$ cat src/rtl/uart_cmd_decoder.sv
// Host command parser for the masked 2D filter: decodes h/w/n/r/m/s commands from UART bytes
// and holds the committed configuration. Optional argument timeout under `CMD_TIMEOUT_EN.
module uart_cmd_decoder #(
  parameter int MAX_N  = 7,
  parameter int MASK_W = MAX_N * MAX_N
`ifdef CMD_TIMEOUT_EN
  , parameter int TIMEOUT_CYCLES = 50000
`endif
) (
  input  logic              clk,
  input  logic              rst,
  input  logic [7:0]        rx_data,
  input  logic              rx_valid,
  input  logic              busy,
  output logic [7:0]        height_o,
  output logic [7:0]        width_o,
  output logic [3:0]        n_o,
  output logic [7:0]        rank_o,
  output logic [MASK_W-1:0] mask_o,
  output logic              start_o,
  output logic              err_o,
  output logic              idle_o
);

  localparam int NBYTES = (MASK_W + 7) / 8;
  localparam int CNT_W  = $clog2(NBYTES + 1);

  typedef enum logic [2:0] {IDLE, GET_H, GET_W, GET_N, GET_R, GET_MASK} state_t;

  state_t            r_state, w_state_next;
  logic [7:0]        r_height, w_height_next;
  logic [7:0]        r_width, w_width_next;
  logic [3:0]        r_n, w_n_next;
  logic [7:0]        r_rank, w_rank_next;
  logic [MASK_W-1:0] r_mask, w_mask_next;
  logic [MASK_W-1:0] r_shadow, w_shadow_next;
  logic [CNT_W-1:0]  r_byte_cnt, w_byte_cnt_next;
  logic              r_start, w_start_next;
  logic              r_err, w_err_next;
  logic              r_idle;
  logic              w_clr_shadow;
  logic              w_tmo_hit;

  logic [7:0]        w_n8, w_nn, w_nbytes;
  logic              w_last_byte, w_n_ok, w_start_ok;
  logic [MASK_W-1:0] w_keep;

  assign w_n8        = {4'b0000, r_n};
  assign w_nn        = w_n8 * w_n8;
  assign w_nbytes    = (w_nn + 8'd7) >> 3;
  assign w_last_byte = (8'(r_byte_cnt) == (w_nbytes - 8'd1));
  assign w_n_ok      = rx_data[0] && (rx_data <= 8'(MAX_N));
  assign w_start_ok  = !busy && (r_rank != 8'd0) && (r_rank <= w_nn) &&
                       (r_height >= w_n8) && (r_width >= w_n8);

  // Shadow byte lanes; the top lane is clipped when MASK_W is not a multiple of 8.
  generate
    for (genvar gi = 0; gi < NBYTES; gi++) begin : g_lane
      localparam int LO = 8 * gi;
      localparam int HI = (8 * gi + 7 < MASK_W) ? 8 * gi + 7 : MASK_W - 1;
      assign w_shadow_next[HI:LO] =
        (r_state == GET_MASK && rx_valid && r_byte_cnt == CNT_W'(gi)) ?
        rx_data[HI-LO:0] : r_shadow[HI:LO];
    end
    for (genvar gi = 0; gi < MASK_W; gi++) begin : g_keep
      assign w_keep[gi] = (8'(gi) < w_nn);
    end
  endgenerate

`ifdef CMD_TIMEOUT_EN
  localparam int TMO_W = $clog2(TIMEOUT_CYCLES + 1);
  localparam logic [TMO_W-1:0] TMO_LAST = TMO_W'(TIMEOUT_CYCLES - 1);
  logic [TMO_W-1:0] r_tmo_cnt;

  assign w_tmo_hit = (r_state != IDLE) && !rx_valid && (r_tmo_cnt == TMO_LAST);

  always_ff @(posedge clk or posedge rst) begin
    if (rst) begin
      r_tmo_cnt <= '0;
    end else if (r_state == IDLE || rx_valid || w_tmo_hit) begin
      r_tmo_cnt <= '0;
    end else begin
      r_tmo_cnt <= r_tmo_cnt + 1'b1;
    end
  end
`else
  assign w_tmo_hit = 1'b0;
`endif

  always_comb begin
    w_state_next    = r_state;
    w_height_next   = r_height;
    w_width_next    = r_width;
    w_n_next        = r_n;
    w_rank_next     = r_rank;
    w_mask_next     = r_mask;
    w_byte_cnt_next = r_byte_cnt;
    w_start_next    = 1'b0;
    w_err_next      = 1'b0;
    w_clr_shadow    = 1'b0;
    case (r_state)
      IDLE: begin
        if (rx_valid) begin
          case (rx_data)
            "h": w_state_next = GET_H;
            "w": w_state_next = GET_W;
            "n": w_state_next = GET_N;
            "r": w_state_next = GET_R;
            "m": begin
              w_state_next    = GET_MASK;
              w_byte_cnt_next = '0;
              w_clr_shadow    = 1'b1;
            end
            "s": begin
              w_start_next = w_start_ok;
              w_err_next   = !w_start_ok;
            end
            default: w_err_next = 1'b1;
          endcase
        end
      end
      GET_H: if (rx_valid) begin
        w_height_next = rx_data;
        w_state_next  = IDLE;
      end
      GET_W: if (rx_valid) begin
        w_width_next = rx_data;
        w_state_next = IDLE;
      end
      GET_R: if (rx_valid) begin
        w_rank_next  = rx_data;
        w_state_next = IDLE;
      end
      GET_N: if (rx_valid) begin
        if (w_n_ok) w_n_next = rx_data[3:0];
        else        w_err_next = 1'b1;
        w_state_next = IDLE;
      end
      GET_MASK: if (rx_valid) begin
        if (w_last_byte) begin
          w_mask_next  = w_shadow_next & w_keep;
          w_state_next = IDLE;
        end else begin
          w_byte_cnt_next = r_byte_cnt + 1'b1;
        end
      end
      default: w_state_next = IDLE;
    endcase
    // A timeout can only fire on a cycle without a byte, so nothing commits alongside it.
    if (w_tmo_hit) begin
      w_state_next = IDLE;
      w_err_next   = 1'b1;
    end
  end

  always_ff @(posedge clk or posedge rst) begin
    if (rst) begin
      r_state    <= IDLE;
      r_height   <= 8'd0;
      r_width    <= 8'd0;
      r_n        <= 4'd3;
      r_rank     <= 8'd5;
      r_mask     <= MASK_W'(9'h1FF);
      r_shadow   <= '0;
      r_byte_cnt <= '0;
      r_start    <= 1'b0;
      r_err      <= 1'b0;
      r_idle     <= 1'b1;
    end else begin
      r_state    <= w_state_next;
      r_height   <= w_height_next;
      r_width    <= w_width_next;
      r_n        <= w_n_next;
      r_rank     <= w_rank_next;
      r_mask     <= w_mask_next;
      r_shadow   <= w_clr_shadow ? '0 : w_shadow_next;
      r_byte_cnt <= w_byte_cnt_next;
      r_start    <= w_start_next;
      r_err      <= w_err_next;
      r_idle     <= (w_state_next == IDLE);
    end
  end

  assign height_o = r_height;
  assign width_o  = r_width;
  assign n_o      = r_n;
  assign rank_o   = r_rank;
  assign mask_o   = r_mask;
  assign start_o  = r_start;
  assign err_o    = r_err;
  assign idle_o   = r_idle;

endmodule

$ cat config.mk
export PLATFORM = sky130hd
export DESIGN_NAME = uart_cmd_decoder
export DESIGN_NICKNAME = d
export VERILOG_FILES = /design/src/rtl/uart_cmd_decoder.sv
export SDC_FILE = /design/constraint.sdc
export NUM_CORES = 1
export LEC_CHECK = 0
export BUFFER_PORTS_ARGS = -buffer_cell sky130_fd_sc_hd__buf_2
export CAP_MARGIN = 20
export CORE_ASPECT_RATIO = 0.7
export CORE_MARGIN = 1.5
export CORE_UTILIZATION = 44
export DETAILED_ROUTE_END_ITERATION = 8
export PLACE_DENSITY = 0.7
export SLEW_MARGIN = 20
export SYNTH_ARGS = -nofsm -noshare
export SYNTH_HDL_FRONTEND = slang
export SYNTH_SLANG_ARGS = --single-unit
$ cat constraint.sdc
create_clock -name clk -period 5.9 [get_ports clk]
set_clock_uncertainty 0.1 [all_clocks]
set_input_delay 0 -clock clk [delete_from_list [all_inputs] [get_ports clk]]
set_output_delay 0 -clock clk [all_outputs]
set_load 0.02 [all_outputs]
* Yosys cells after proc, flatten, opt, wreduce, memory -nomap -nowiden
Cells that the tools add are included.
Operators by class: multiply operators 1, reduce and logical (&&, ||, !) cells 28, add/subtract/negate cells 3, $lt $le $gt $ge 53, divide/modulo/power cells 0, shift-type cells 0, bitwise operators 1, mux-type cells 30, eq/ne operators 22
Operators with widths (count):
- < comparator 6 x 8 -> 1 bit (first input constant) | 17
- < comparator 5 x 8 -> 1 bit (first input constant) | 16
- < comparator 4 x 8 -> 1 bit (first input constant) | 8
- bitwise AND 49 bit | 1
- 2-to-1 mux 49 bit | 1
- == test 8 x 7 -> 1 bit (second input constant) | 6
- 2-to-1 mux 8 bit | 6
- < comparator 3 x 8 -> 1 bit (first input constant) | 4
- 2-to-1 mux 3 bit | 8
- >= comparator 8 x 4 -> 1 bit | 2
- < comparator 1 x 8 -> 1 bit (first input constant) | 2
- < comparator 2 x 8 -> 1 bit (first input constant) | 2
- == test 3 bit (second input constant) | 5
- case mux 3 bit (5 select lines) | 1
- logical AND 1 bit | 13
- == test 3 x 2 -> 1 bit (second input constant) | 4
- 2-to-1 mux 1 bit | 10
- zero test 3 bit | 3
- case mux 3 bit (3 select lines) | 1
- adder 8 x 3 -> 8 bit (second input constant) | 1
- == test 3 x 8 -> 1 bit | 1
- less-or-equal comparator 8 x 3 -> 1 bit (second input constant) | 1
- less-or-equal comparator 8 bit | 1
- multiplier 4 x 4 -> 8 bit | 1
- other kinds (15) | 23
Word-level totals: memory bits (writable) 0, memories kept 0, bits in latches 0, ROM bits 0, flip-flop bits (word level) 135, input port bits 12

* Longest topological paths before layout
Gate-level depths: netlist of run 1.
depth after elaboration 9, mapped depth 18

* Least setup slack after synthesis of run 1
No wires, ideal clock.
path kind reg2reg, from register r_n[0] (netlist: n_o[0]), to register r_mask[0] (netlist: mask_o[0]), required time 5.718 ns, path buffers 5, setup slack 1.659 ns, data arrival time 4.058 ns, stages on the path, launching flop included 19, cells stage by stage dfstp_2 -> buf_2 -> nand2_1 -> nor2_1 -> inv_1 -> fa_1 -> xnor2_2 -> clkbuf_1 -> xnor2_1 -> ha_1 -> xnor2_1 -> nor2_1 -> inv_1 -> o41ai_2 -> and4_1 -> buf_2 -> buf_6 -> buf_12 -> mux2_4
Between the ends: longest elaborated chain between the ends 5
RTL lines:
- from (decl) | line 33 | logic [3:0] r_n, w_n_next;
- from (signal assigned) | line 173 | r_n <= w_n_next;
- multiplier 4 x 4 -> 8 bit * | line 49 | assign w_nn = w_n8 * w_n8;
- adder 8 x 3 -> 8 bit | line 50 | assign w_nbytes = (w_nn + 8'd7) >> 3;
- subtractor 5 x 1 -> 6 bit | line 51 | assign w_last_byte = (8'(r_byte_cnt) == (w_nbytes - 8'd1));
- == test 3 x 8 -> 1 bit | line 51
- AND reduction 3 bit (no line)
- to (signal assigned) | line 163 | r_mask <= MASK_W'(9'h1FF);
- to (signal assigned) | line 175 | r_mask <= w_mask_next;
- to (decl) | line 35 | logic [MASK_W-1:0] r_mask, w_mask_next;
Mark *: on every way between the ends. The rest lies on a longest branch, timed or not. A chain may end at the register's enable or synchronous reset.

* Worst setup path after layout of run 1
from register r_n[0] (netlist: n_o[0]), to register r_mask[44] (netlist: mask_o[44])
The elaborated chain is that of the path after synthesis.

==> results of run 1 <==
[stage by stage]
| step | utilization [%] | hold WS [ns] |
|---|---|---|
| CTS | 52.4 | 0.0326 |
| finish | 52.4 | 0.0439 |
| detailed placement | 48.5 | 0.0900 |
| floorplan | - | 0.0221 |
| global placement | 48.5 | 0.0714 |
| global route | 52.4 | 0.0563 |
[logic make-up (layout without fill, tap and decap cells)]
group                    count (synthesis)  in the layout  synth area share, %
AND/OR/NAND/NOR                        211            211                 14.7
flip-flops                             135            135                 49.3
multiplexers                           127            127                 20.2
AO/OA/AOI/OAI                           67             67                 6.05
buffers and inverters                   56            153                 3.63
adder cells (fa/ha/maj)                 25             25                 4.65
XOR/XNOR                                 9              9                 1.45
[worst max-delay path: stages (launching register included)]
cell,delay [ns]
sky130_fd_sc_hd__dfstp_2,0.66
sky130_fd_sc_hd__nand2_1,0.12
sky130_fd_sc_hd__nor2_1,0.15
sky130_fd_sc_hd__inv_1,0.08
sky130_fd_sc_hd__fa_1,0.48
sky130_fd_sc_hd__xnor2_2,0.52
sky130_fd_sc_hd__inv_2,0.14
sky130_fd_sc_hd__or3_4,0.38
sky130_fd_sc_hd__nor3_2,0.22
sky130_fd_sc_hd__a311oi_1,0.11
sky130_fd_sc_hd__o41ai_2,0.43
sky130_fd_sc_hd__and4_2,0.29
sky130_fd_sc_hd__buf_4,0.53
sky130_fd_sc_hd__mux2_2,0.41
[routing by layer]
metal / GRT usage (%) / wire length (µm) / up-vias
li1: - / - / 2353
met1: 32.6 / 8700 / 2521
met2: 31.7 / 7290 / 156
met3: 6.16 / 1130 / 7
met4: 4.33 / 85 / 0
met5: 0 / 0 / -
[placed cells by master, fill, tap and decap left out, types with 3 or more instances in the layout]
cell	n
sky130_fd_sc_hd__nand2_1	19
sky130_fd_sc_hd__and2_1	4
sky130_fd_sc_hd__xor2_1	4
sky130_fd_sc_hd__a21oi_1	24
sky130_fd_sc_hd__dfrtp_1	121
sky130_fd_sc_hd__o21ai_0	20
sky130_fd_sc_hd__mux2_4	9
sky130_fd_sc_hd__clkinvlp_4	3
sky130_fd_sc_hd__buf_2	91
sky130_fd_sc_hd__and3_1	5
sky130_fd_sc_hd__nor4_1	5
sky130_fd_sc_hd__nand3_1	9
sky130_fd_sc_hd__clkbuf_16	17
sky130_fd_sc_hd__inv_1	20
sky130_fd_sc_hd__nor2_1	118
sky130_fd_sc_hd__nand2b_1	9
sky130_fd_sc_hd__nand4_1	5
sky130_fd_sc_hd__nor2b_1	3
sky130_fd_sc_hd__ha_1	24
sky130_fd_sc_hd__nor3_2	6
sky130_fd_sc_hd__nor3_1	10
sky130_fd_sc_hd__buf_4	3
sky130_fd_sc_hd__inv_6	6
sky130_fd_sc_hd__dlygate4sd3_1	4
sky130_fd_sc_hd__a21o_1	4
sky130_fd_sc_hd__dfstp_2	14
sky130_fd_sc_hd__inv_8	4
sky130_fd_sc_hd__xnor2_1	3
sky130_fd_sc_hd__mux2_2	62
sky130_fd_sc_hd__mux2i_1	56
[layout make-up]
| type | instances | area share (%) |
|---|---|---|
| Clock buffer | 17 | 5.27 |
| Clock inverter | 15 | 1.66 |
| Inverter | 23 | 1.10 |
| Multi-Input combinational cell | 439 | 40.3 |
| Sequential cell | 135 | 42.1 |
| Tap cell | 200 | 3.10 |
| Timing Repair Buffer | 98 | 6.42 |
[what timing repair did]
action | in CTS | in global routing
hold buffers | 4 | 0
endpoints found under the setup margin | 0 | 0
setup buffers | 0 | 0
endpoints found under the hold margin | 55 | 0
[registers in the layout, indices dropped and copies added (netlist names)]
| signal | count |
|---|---|
| n_o | 4 |
| rank_o | 8 |
| r_state | 3 |
| r_byte_cnt | 3 |
| r_shadow | 49 |
| start_o | 1 |
| width_o | 8 |
| err_o | 1 |
| mask_o | 49 |
| height_o | 8 |
| idle_o | 1 |
[power groups by stage]
stage / sequential [mW] / clock, mW / combinational [mW]
floorplan: 1.03 / 0 / 0.0954
global placement: 1.00 / 0 / 0.186
detailed placement: 1.01 / 0 / 0.191
CTS: 0.989 / 1.02 / 0.193
global route: 0.993 / 1.06 / 0.214
finish: 0.988 / 1.00 / 0.192
[final timing paths]
kind,from,end,slack (ns),cells past startpoint
hold / removal,rx_data[6],r_shadow[30],0.04,3
setup / recovery,n_o[0],mask_o[44],1.11,13
min in group asynchronous,rst,mask_o[24],0.17,3
max in group asynchronous,rst,mask_o[34],4.09,4
hold reg to reg,mask_o[25],mask_o[25],0.40,1
setup reg to reg,n_o[0],mask_o[44],1.11,13
==> flow_summary.ini, run 1 <==
[outcome]
outcome = complete, no violations

[floorplanning]
floorplan.initialDensity_pct = 44.7
coreArea_um2 = 15400
design.die.area_um2 = 16400
fp.dieW_um = 153
io-pin-count = 92
num_rows = 38
dieHeight_um = 108

[worst_setup_path]
critical_path_arrival_ns = 4.99
critical_path.max_fanout = 49
timing.critical_path.from_type = register
critical_path.endpoint_type = register
data_required_time_of_the_critical_path_ns = 6.10
critical_path_class = reg -> reg

[sta]
setup_tns_ns = 0
min_period_over_period_pct = 81.1
maxSlewViolCount = 0
achievable-frequency_mhz = 209
rsz0062_at_grt = no
final_hold_viol_count = 0
setup_ws_ns = 1.11
layout_min_cycle_time_ns = 4.79
final-setup-viol-count = 0
worst-slew-pin-transition_ns = 0.959
slew_headroom_pct = 35.7

[placement]
worst_slack_after_detailed_placement_ns = 1.16
dp_hpwl_um = 11900
port-buffer-count = 91
dpl-instance-area_um2 = 7470
routabilityCongestion = 0.888
dp.cells = 891

[power_and_ir_drop]
p_leak_nw = 3.90
power_spent_charging_and_discharging_nets_uw = 596
swShare_pct = 27.3
share_clk_of_total_power_pct = 46.0
cellPowerDensity_nw_per_um2 = 271
vdd_ir_drop_max_v = 0.000168
gate_power_share_pct = 8.8
power_mw = 2.18
seq_power_share_pct = 45.2
power_report.internal_total_mw = 1.59

[clock_network]
numCtsBuffers = 17
clockRootBuffer = sky130_fd_sc_hd__clkbuf_16
cts.htree.levels = 4
ctsLongestPathBuffers = 2
tritoncts = done
cts.repair.resized = 0
clkSlewWorstSetupHoldPaths_ns = 0.06
tritoncts_sink_count = 135
clkLatencyLatePin_ns = 0.42

[route]
detail_route.iter0.violations = 323
route.detailed.vias_per_inst = 5.43
vias = 5037
drt_drc_violations_left = 0
detail_route.first_pass.iterations = 5
wl_per_cell_um = 18.6
routed_wirelength_um = 17200
final_antenna_violating_net_count = 0

[logic_synthesis]
area_share_of_the_largest_cell_type_after_synthesis_pct = 43.9
synth.top_cells.by_area = sky130_fd_sc_hd__dfrtp_1 (44%), sky130_fd_sc_hd__mux2_2 (10%), sky130_fd_sc_hd__mux2i_1 (8.1%)
yosys_warns = 0
synth_edf_count = 0
post-synth-top-count-cell = sky130_fd_sc_hd__dfrtp_1
synth_async_sr_flop_share_pct = 100
postSynthNetCount = 667
netlist_instances = 630
ys_types = 60
synthesis.area_per_instance_um2 = 10.9
flop_and_latch_count_out_of_synthesis = 135
post-synth-top-area-cell = sky130_fd_sc_hd__dfrtp_1
synth_top_flop_cell = sky130_fd_sc_hd__dfrtp_1
synth.top_cells.by_count = sky130_fd_sc_hd__dfrtp_1 (121), sky130_fd_sc_hd__nor2_1 (118), sky130_fd_sc_hd__mux2_2 (62)
synth.yosys.seq_area_share_pct = 49.3
synthesis.area_um2 = 6890

[grt]
maximum_number_of_pins_on_one_net_before_global_route_repair = 76
grt.total_usage_pct = 21.9
grt_antenna_before_repair = 0
first_global_vias = 5023
first_pass_grt_wire_length_um = 27700
grt.overflow.total = 0

[job]
max_cap_viol_count = 0

[layout]
num-fill-cells = 1348
layout.area.seq_um2 = 3400
area.growth.synth_to_final_pct = 17.0
antenna_cells = 0
final_layout_size_suffix_gt1_share_pct = 31.6
final_net_count = 751
multi_input_comb_area_um2 = 3250
final_area_um2 = 8070
filler_free_cell_count_of_the_finished_design = 927

[min_path]
hold_path.class = in -> reg
Note: power is estimated with default switching activity, not from simulation.
==> run 2: changes to the inputs <==
--- a/config.mk
+++ b/config.mk
@@ -11,7 +11,7 @@
 export CORE_MARGIN = 1.5
 export CORE_UTILIZATION = 44
 export DETAILED_ROUTE_END_ITERATION = 8
-export PLACE_DENSITY = 0.7
+export PLACE_DENSITY = 0.72
 export SLEW_MARGIN = 20
 export SYNTH_ARGS = -nofsm -noshare
 export SYNTH_HDL_FRONTEND = slang
==> constraint.sdc (replaced) <==
create_clock -name clk -period 3.8 [get_ports clk]
set_clock_uncertainty 0.1 [all_clocks]
set_input_delay 0 -clock clk [delete_from_list [all_inputs] [get_ports clk]]
set_output_delay 0 -clock clk [all_outputs]
set_load 0.02 [all_outputs]
==> run 2 against run 1 <==
The flow now finishes with violations (setup timing). Critical path depth did not move. Cell area rose by 6.3%. Worst hold slack got worse by 0.0071 ns.
==> flow_summary.ini, run 2 (synthesis gave the netlist of run 1 again) <==
[min_path]
hold_path.class = in -> reg
min_to = r_shadow[45]
min-delay-start = rx_data[5]
min_delay_path_depth = 3

[worst_setup_path]
critical_path.reg2reg.startpoint = n_o[0]
timing.critical_path.from_type = register
timing.reg2reg.worst_path_depth = 13
critical_path_class = reg -> reg
critical_path_arrival_ns = 4.04
critical_path.endpoint_type = register
critical_path.max_fanout = 7
timing.reg2reg.setup_slack_ns = -0.04
worst_r2r_endpoint = mask_o[37]
data_required_time_of_the_critical_path_ns = 4.00

[sta]
maxSlewViolCount = 0
worst-slew-pin-transition_ns = 1.07
final-setup-viol-count = 26
layout_min_cycle_time_ns = 3.84
min_period_over_period_pct = 101
hold_ws_ns = 0.0368
achievable-frequency_mhz = 260
slew_headroom_pct = 28.1
setup_ws_ns = -0.0411
rsz0062_at_grt = yes
final_hold_viol_count = 0

[power_and_ir_drop]
power_mw = 3.46
swShare_pct = 23.8
p_leak_nw = 4.10
vdd_ir_drop_max_v = 0.000277
power_spent_charging_and_discharging_nets_uw = 824
share_clk_of_total_power_pct = 46.9
cellPowerDensity_nw_per_um2 = 404
gate_power_share_pct = 8.7
power_report.internal_total_mw = 2.64
seq_power_share_pct = 44.3

[floorplanning]
design.die.area_um2 = 16400
fp.dieW_um = 153
floorplan.initialDensity_pct = 44.7
coreArea_um2 = 15400
num_rows = 38
dieHeight_um = 108
io-pin-count = 92

[clock_network]
tritoncts = done
clkLatencyLatePin_ns = 0.43
ctsLongestPathBuffers = 2
numCtsBuffers = 17
tritoncts_sink_count = 135
clockRootBuffer = sky130_fd_sc_hd__clkbuf_16
clkSlewWorstSetupHoldPaths_ns = 0.06
cts.htree.levels = 4

[layout]
final_common_cell = sky130_fd_sc_hd__dfrtp_1
final_net_count = 774
area.growth.synth_to_final_pct = 24.4
final_layout_size_suffix_gt1_share_pct = 35.7
layout.cells.most_common_list = sky130_fd_sc_hd__dfrtp_1 (121), sky130_fd_sc_hd__nor2_1 (114), sky130_fd_sc_hd__buf_2 (91)
multi_input_comb_area_um2 = 3470
antenna_cells = 0
layout.area.seq_um2 = 3400
final_area_um2 = 8580
num-fill-cells = 1308

[grt]
first_pass_grt_wire_length_um = 28100
grt.total_usage_pct = 22.3
grt_antenna_before_repair = 0
grt.overflow.total = 0
maximum_number_of_pins_on_one_net_before_global_route_repair = 80
first_global_vias = 5302

[route]
vias = 5265
detail_route.first_pass.iterations = 5
drt_drc_violations_left = 0
final_antenna_violating_net_count = 0
detail_route.iter0.violations = 320
wl_per_cell_um = 19.0
routed_wirelength_um = 18100
route.detailed.vias_per_inst = 5.54

[placement]
port-buffer-count = 91
routabilityCongestion = 0.991
dpl-instance-area_um2 = 7640
dp_hpwl_um = 12100
worst_slack_after_detailed_placement_ns = -0.00411

[outcome]
outcome = finished with violations
violations = setup timing

[job]
max_cap_viol_count = 0
-- run 2: how the worst max path moves through the flow --
stage,from,endpoint,depth (start not counted)
2_1_floorplan,n_o[0],mask_o[0],17
3_3_place_gp,n_o[1],mask_o[33],14
3_5_place_dp,n_o[1],mask_o[36],14
4_1_cts,n_o[1],mask_o[36],14
5_1_grt,n_o[1],mask_o[14],14
6_report,n_o[0],mask_o[37],13
-- run 2: through the flow --
step | utilization, % | cells | TNS [ns]
finish | 55.7 | 950 | -0.703
global route | 55.7 | 950 | -5.49
CTS | 53.7 | 941 | 0
detailed placement | 49.6 | 905 | -0.00831
global placement | 49.6 | 905 | 0
floorplan | - | 630 | -5.96
-- run 2: layout make-up --
| type | count | share of cell area, % |
|---|---|---|
| multi-input combinational | 439 | 40.5 |
| sequential | 135 | 39.6 |
| timing repair buffer | 121 | 9.10 |
| clock buffer | 24 | 5.73 |
| tap | 200 | 2.92 |
| clock inverter | 8 | 1.12 |
| inverter | 23 | 1.04 |
-- run 2: what timing repair did --
action	in CTS	in global routing
endpoints found under the setup margin	39	50
hold buffers	4	0
buffers inserted	0	5
gates cloned	0	4
pin swaps	2	9
gates resized for setup	1	45
endpoints found under the hold margin	74	0
-- run 2: power groups by stage --
stage,registers (mW),clock network (mW),logic [mW]
after detailed placement,1.56,0,0.301
after CTS,1.54,1.65,0.305
after global placement,1.56,0,0.290
final,1.54,1.62,0.303
after floorplan,1.60,0,0.148
after global routing,1.54,1.73,0.333
-- run 2: layer usage --
layer | part of all wire [%] | up-vias | routed length (µm) | global-route usage, %
met5 | 0 | - | 0 | 0
met4 | 1.6 | 0 | 297 | 8.31
met3 | 6.9 | 25 | 1250 | 6.56
met2 | 43 | 215 | 7790 | 32.6
met1 | 48 | 2625 | 8760 | 31.4
li1 | - | 2400 | - | -
-- run 2: critical path, stage by stage (launching register included) --
cell                        delay, ns
sky130_fd_sc_hd__dfstp_2         0.57
sky130_fd_sc_hd__and3_4          0.20
sky130_fd_sc_hd__inv_2           0.04
sky130_fd_sc_hd__fa_2            0.63
sky130_fd_sc_hd__nor2_4          0.06
sky130_fd_sc_hd__xnor2_2         0.20
sky130_fd_sc_hd__ha_4            0.24
sky130_fd_sc_hd__xnor2_2         0.13
sky130_fd_sc_hd__nor2_2          0.13
sky130_fd_sc_hd__inv_1           0.06
sky130_fd_sc_hd__o41ai_2         0.39
sky130_fd_sc_hd__and4_4          0.44
sky130_fd_sc_hd__clkbuf_16       0.22
sky130_fd_sc_hd__mux2_4          0.30
==> run 3: changes to the inputs <==
==> constraint.sdc (replaced) <==
create_clock -name clk -period 3.8 [get_ports clk]
set_clock_uncertainty 0.1 [all_clocks]
set_input_delay 0 -clock clk [delete_from_list [all_inputs] [get_ports clk]]
set_output_delay 0 -clock clk [all_outputs]
set_load 0.05 [all_outputs]
==> run 3 against run 2 <==
Critical path type unchanged. Via count decreased by 1.2%. The run still ends with setup timing left. Sequential share of layout area fell by 0.49 points. Combinational power grew 30%. Flip-flop and latch count unchanged. Utilization increased by 0.76 points.
==> flow_summary.ini, run 3 (synthesis gave the netlist of run 1 again) <==
[outcome]
outcome = finished with violations
violations = setup timing

[sta]
layout_min_cycle_time_ns = 3.84
achievable-frequency_mhz = 260
final_hold_viol_count = 0
rsz0062_at_grt = yes
min_period_over_period_pct = 101
worst-slew-pin-transition_ns = 0.955
setup_ws_ns = -0.0403
maxSlewViolCount = 0
slew_headroom_pct = 36.0
final-setup-viol-count = 34

[layout]
antenna_cells = 0
final_common_cell = sky130_fd_sc_hd__dfrtp_1
final_layout_size_suffix_gt1_share_pct = 35.9
final_area_um2 = 8690
layout.cells.most_common_list = sky130_fd_sc_hd__dfrtp_1 (121), sky130_fd_sc_hd__nor2_1 (115), sky130_fd_sc_hd__buf_2 (91)
final_util_pct = 56.4
filler_free_cell_count_of_the_finished_design = 950
area.growth.synth_to_final_pct = 26.1
final_net_count = 774

[clock_network]
clkSlewWorstSetupHoldPaths_ns = 0.06
ctsLongestPathBuffers = 2
tritoncts_sink_count = 135
clockRootBuffer = sky130_fd_sc_hd__clkbuf_16
cts.htree.levels = 4
tritoncts = done
clkLatencyLatePin_ns = 0.42
numCtsBuffers = 17

[worst_setup_path]
timing.critical_path.from_type = register
data_required_time_of_the_critical_path_ns = 4.01
critical_path_class = reg -> reg
timing.reg2reg.worst_path_depth = 14
critical_path.reg2reg.startpoint = n_o[0]
startpoint = n_o[0]
critical_path_arrival_ns = 4.05
critical_path.endpoint_type = register
critical_path.max_fanout = 7

[floorplanning]
design.die.area_um2 = 16400
dieHeight_um = 108
io-pin-count = 92
floorplan.initialDensity_pct = 44.7
num_rows = 38
coreArea_um2 = 15400
fp.dieW_um = 153

[grt]
grt.total_usage_pct = 22.7
maximum_number_of_pins_on_one_net_before_global_route_repair = 91
grt.overflow.total = 0
first_pass_grt_wire_length_um = 28300
grt_antenna_before_repair = 0
first_global_vias = 5164

[route]
maxUsedRoutingLayer = met4
route.detailed.vias_per_inst = 5.48
detail_route.iter0.violations = 393
final_antenna_violating_net_count = 0
drt_drc_violations_left = 0
detail_route.first_pass.iterations = 5
wl_per_cell_um = 19.5
routed_wirelength_um = 18500
detail_route.wirelength.met1_um = 9410
detailroute.wirelength.met3_um = 983
wl_met2_um = 7930
vias = 5204

[power_and_ir_drop]
power_report.internal_total_mw = 2.69
vdd_ir_drop_max_v = 0.000305
gate_power_share_pct = 10.9
swShare_pct = 25.8
seq_power_share_pct = 42.3
p_leak_nw = 4.14
cellPowerDensity_nw_per_um2 = 417
share_clk_of_total_power_pct = 46.8
power_spent_charging_and_discharging_nets_uw = 937

[min_path]
min_delay_path_depth = 3
hold_path.class = in -> reg
min-delay-start = rx_data[6]

[placement]
port-buffer-count = 91
dp.cells = 905
dpl-instance-area_um2 = 7650
dp_hpwl_um = 12400
routabilityCongestion = 0.894

[job]
max_cap_viol_count = 0
[run 3: changes by cell type in the layout (fill, tap and decap cells not counted), sizes merged]
cell	previous run	this run
clkbuf	27	25
clkinv	5	3
clkinvlp	1	3
inv	23	25
buf	114	113
bufinv	2	3
[run 3: routing by layer]
layer	GRT usage (%)	vias to the layer above
met4	7.55	0
met1	33.3	2646
met3	4.23	15
met5	0	-
met2	33.8	152
li1	-	2391
[run 3: through the flow]
step / power [mW] / setup slack, ns / hold WS (ns) / setup TNS (ns)
after floorplan: 1.84 / -0.258 / 0.0221 / -10.84
after global placement: 1.94 / 0.0285 / 0.0126 / 0
after detailed placement: 1.95 / -0.0740 / 0.0301 / -2.28
after CTS: 3.67 / -0.0445 / 0.0212 / -0.775
after global routing: 3.76 / -0.153 / 0.0436 / -5.12
final: 3.63 / -0.0403 / 0.0531 / -0.751
[run 3: path summary, 6_finish.rpt]
check                                to  slack (ns)
min                        r_shadow[30]        0.05
max in group asynchronous     mask_o[2]        2.62
max                          mask_o[35]       -0.04
max reg2reg                  mask_o[35]       -0.04
min reg2reg                  mask_o[36]        0.41
min in group asynchronous   r_shadow[2]        0.10
[run 3: what timing repair did]
action,in CTS,in global routing
setup buffers,1,4
gates cloned,0,4
hold endpoints to repair,53,0
gates resized for setup,13,39
endpoints found under the setup margin,39,56
pin swaps,1,3
hold buffers,4,0
[run 3: worst max-delay path, stage by stage, from the launching register on]
cell,delay (ns)
sky130_fd_sc_hd__dfstp_4,0.65
sky130_fd_sc_hd__and3_4,0.19
sky130_fd_sc_hd__inv_2,0.04
sky130_fd_sc_hd__fa_2,0.63
sky130_fd_sc_hd__nor2_4,0.05
sky130_fd_sc_hd__xnor2_2,0.16
sky130_fd_sc_hd__ha_4,0.19
sky130_fd_sc_hd__xor2_4,0.19
sky130_fd_sc_hd__nand3_2,0.10
sky130_fd_sc_hd__mux2i_1,0.08
sky130_fd_sc_hd__o41ai_2,0.40
sky130_fd_sc_hd__and4_4,0.33
sky130_fd_sc_hd__buf_12,0.15
sky130_fd_sc_hd__buf_12,0.15
sky130_fd_sc_hd__mux2_4,0.31
[run 3: power by group through the flow]
stage	clock (mW)	combinational [mW]	sequential, mW
final	1.70	0.394	1.54
after global placement	0	0.381	1.56
after floorplan	0	0.148	1.69
after global routing	1.80	0.427	1.54
after CTS	1.73	0.395	1.54
after detailed placement	0	0.391	1.56
[run 3: final cells by class]
type,instances,area (µm²)
fillers,1301,6710
multi-input cells,439,3530
flip-flops and latches,135,3400
repair buffers,121,811
clock buffers,21,470
well taps,200,250
clock inverters,11,145
inverters,23,88.8
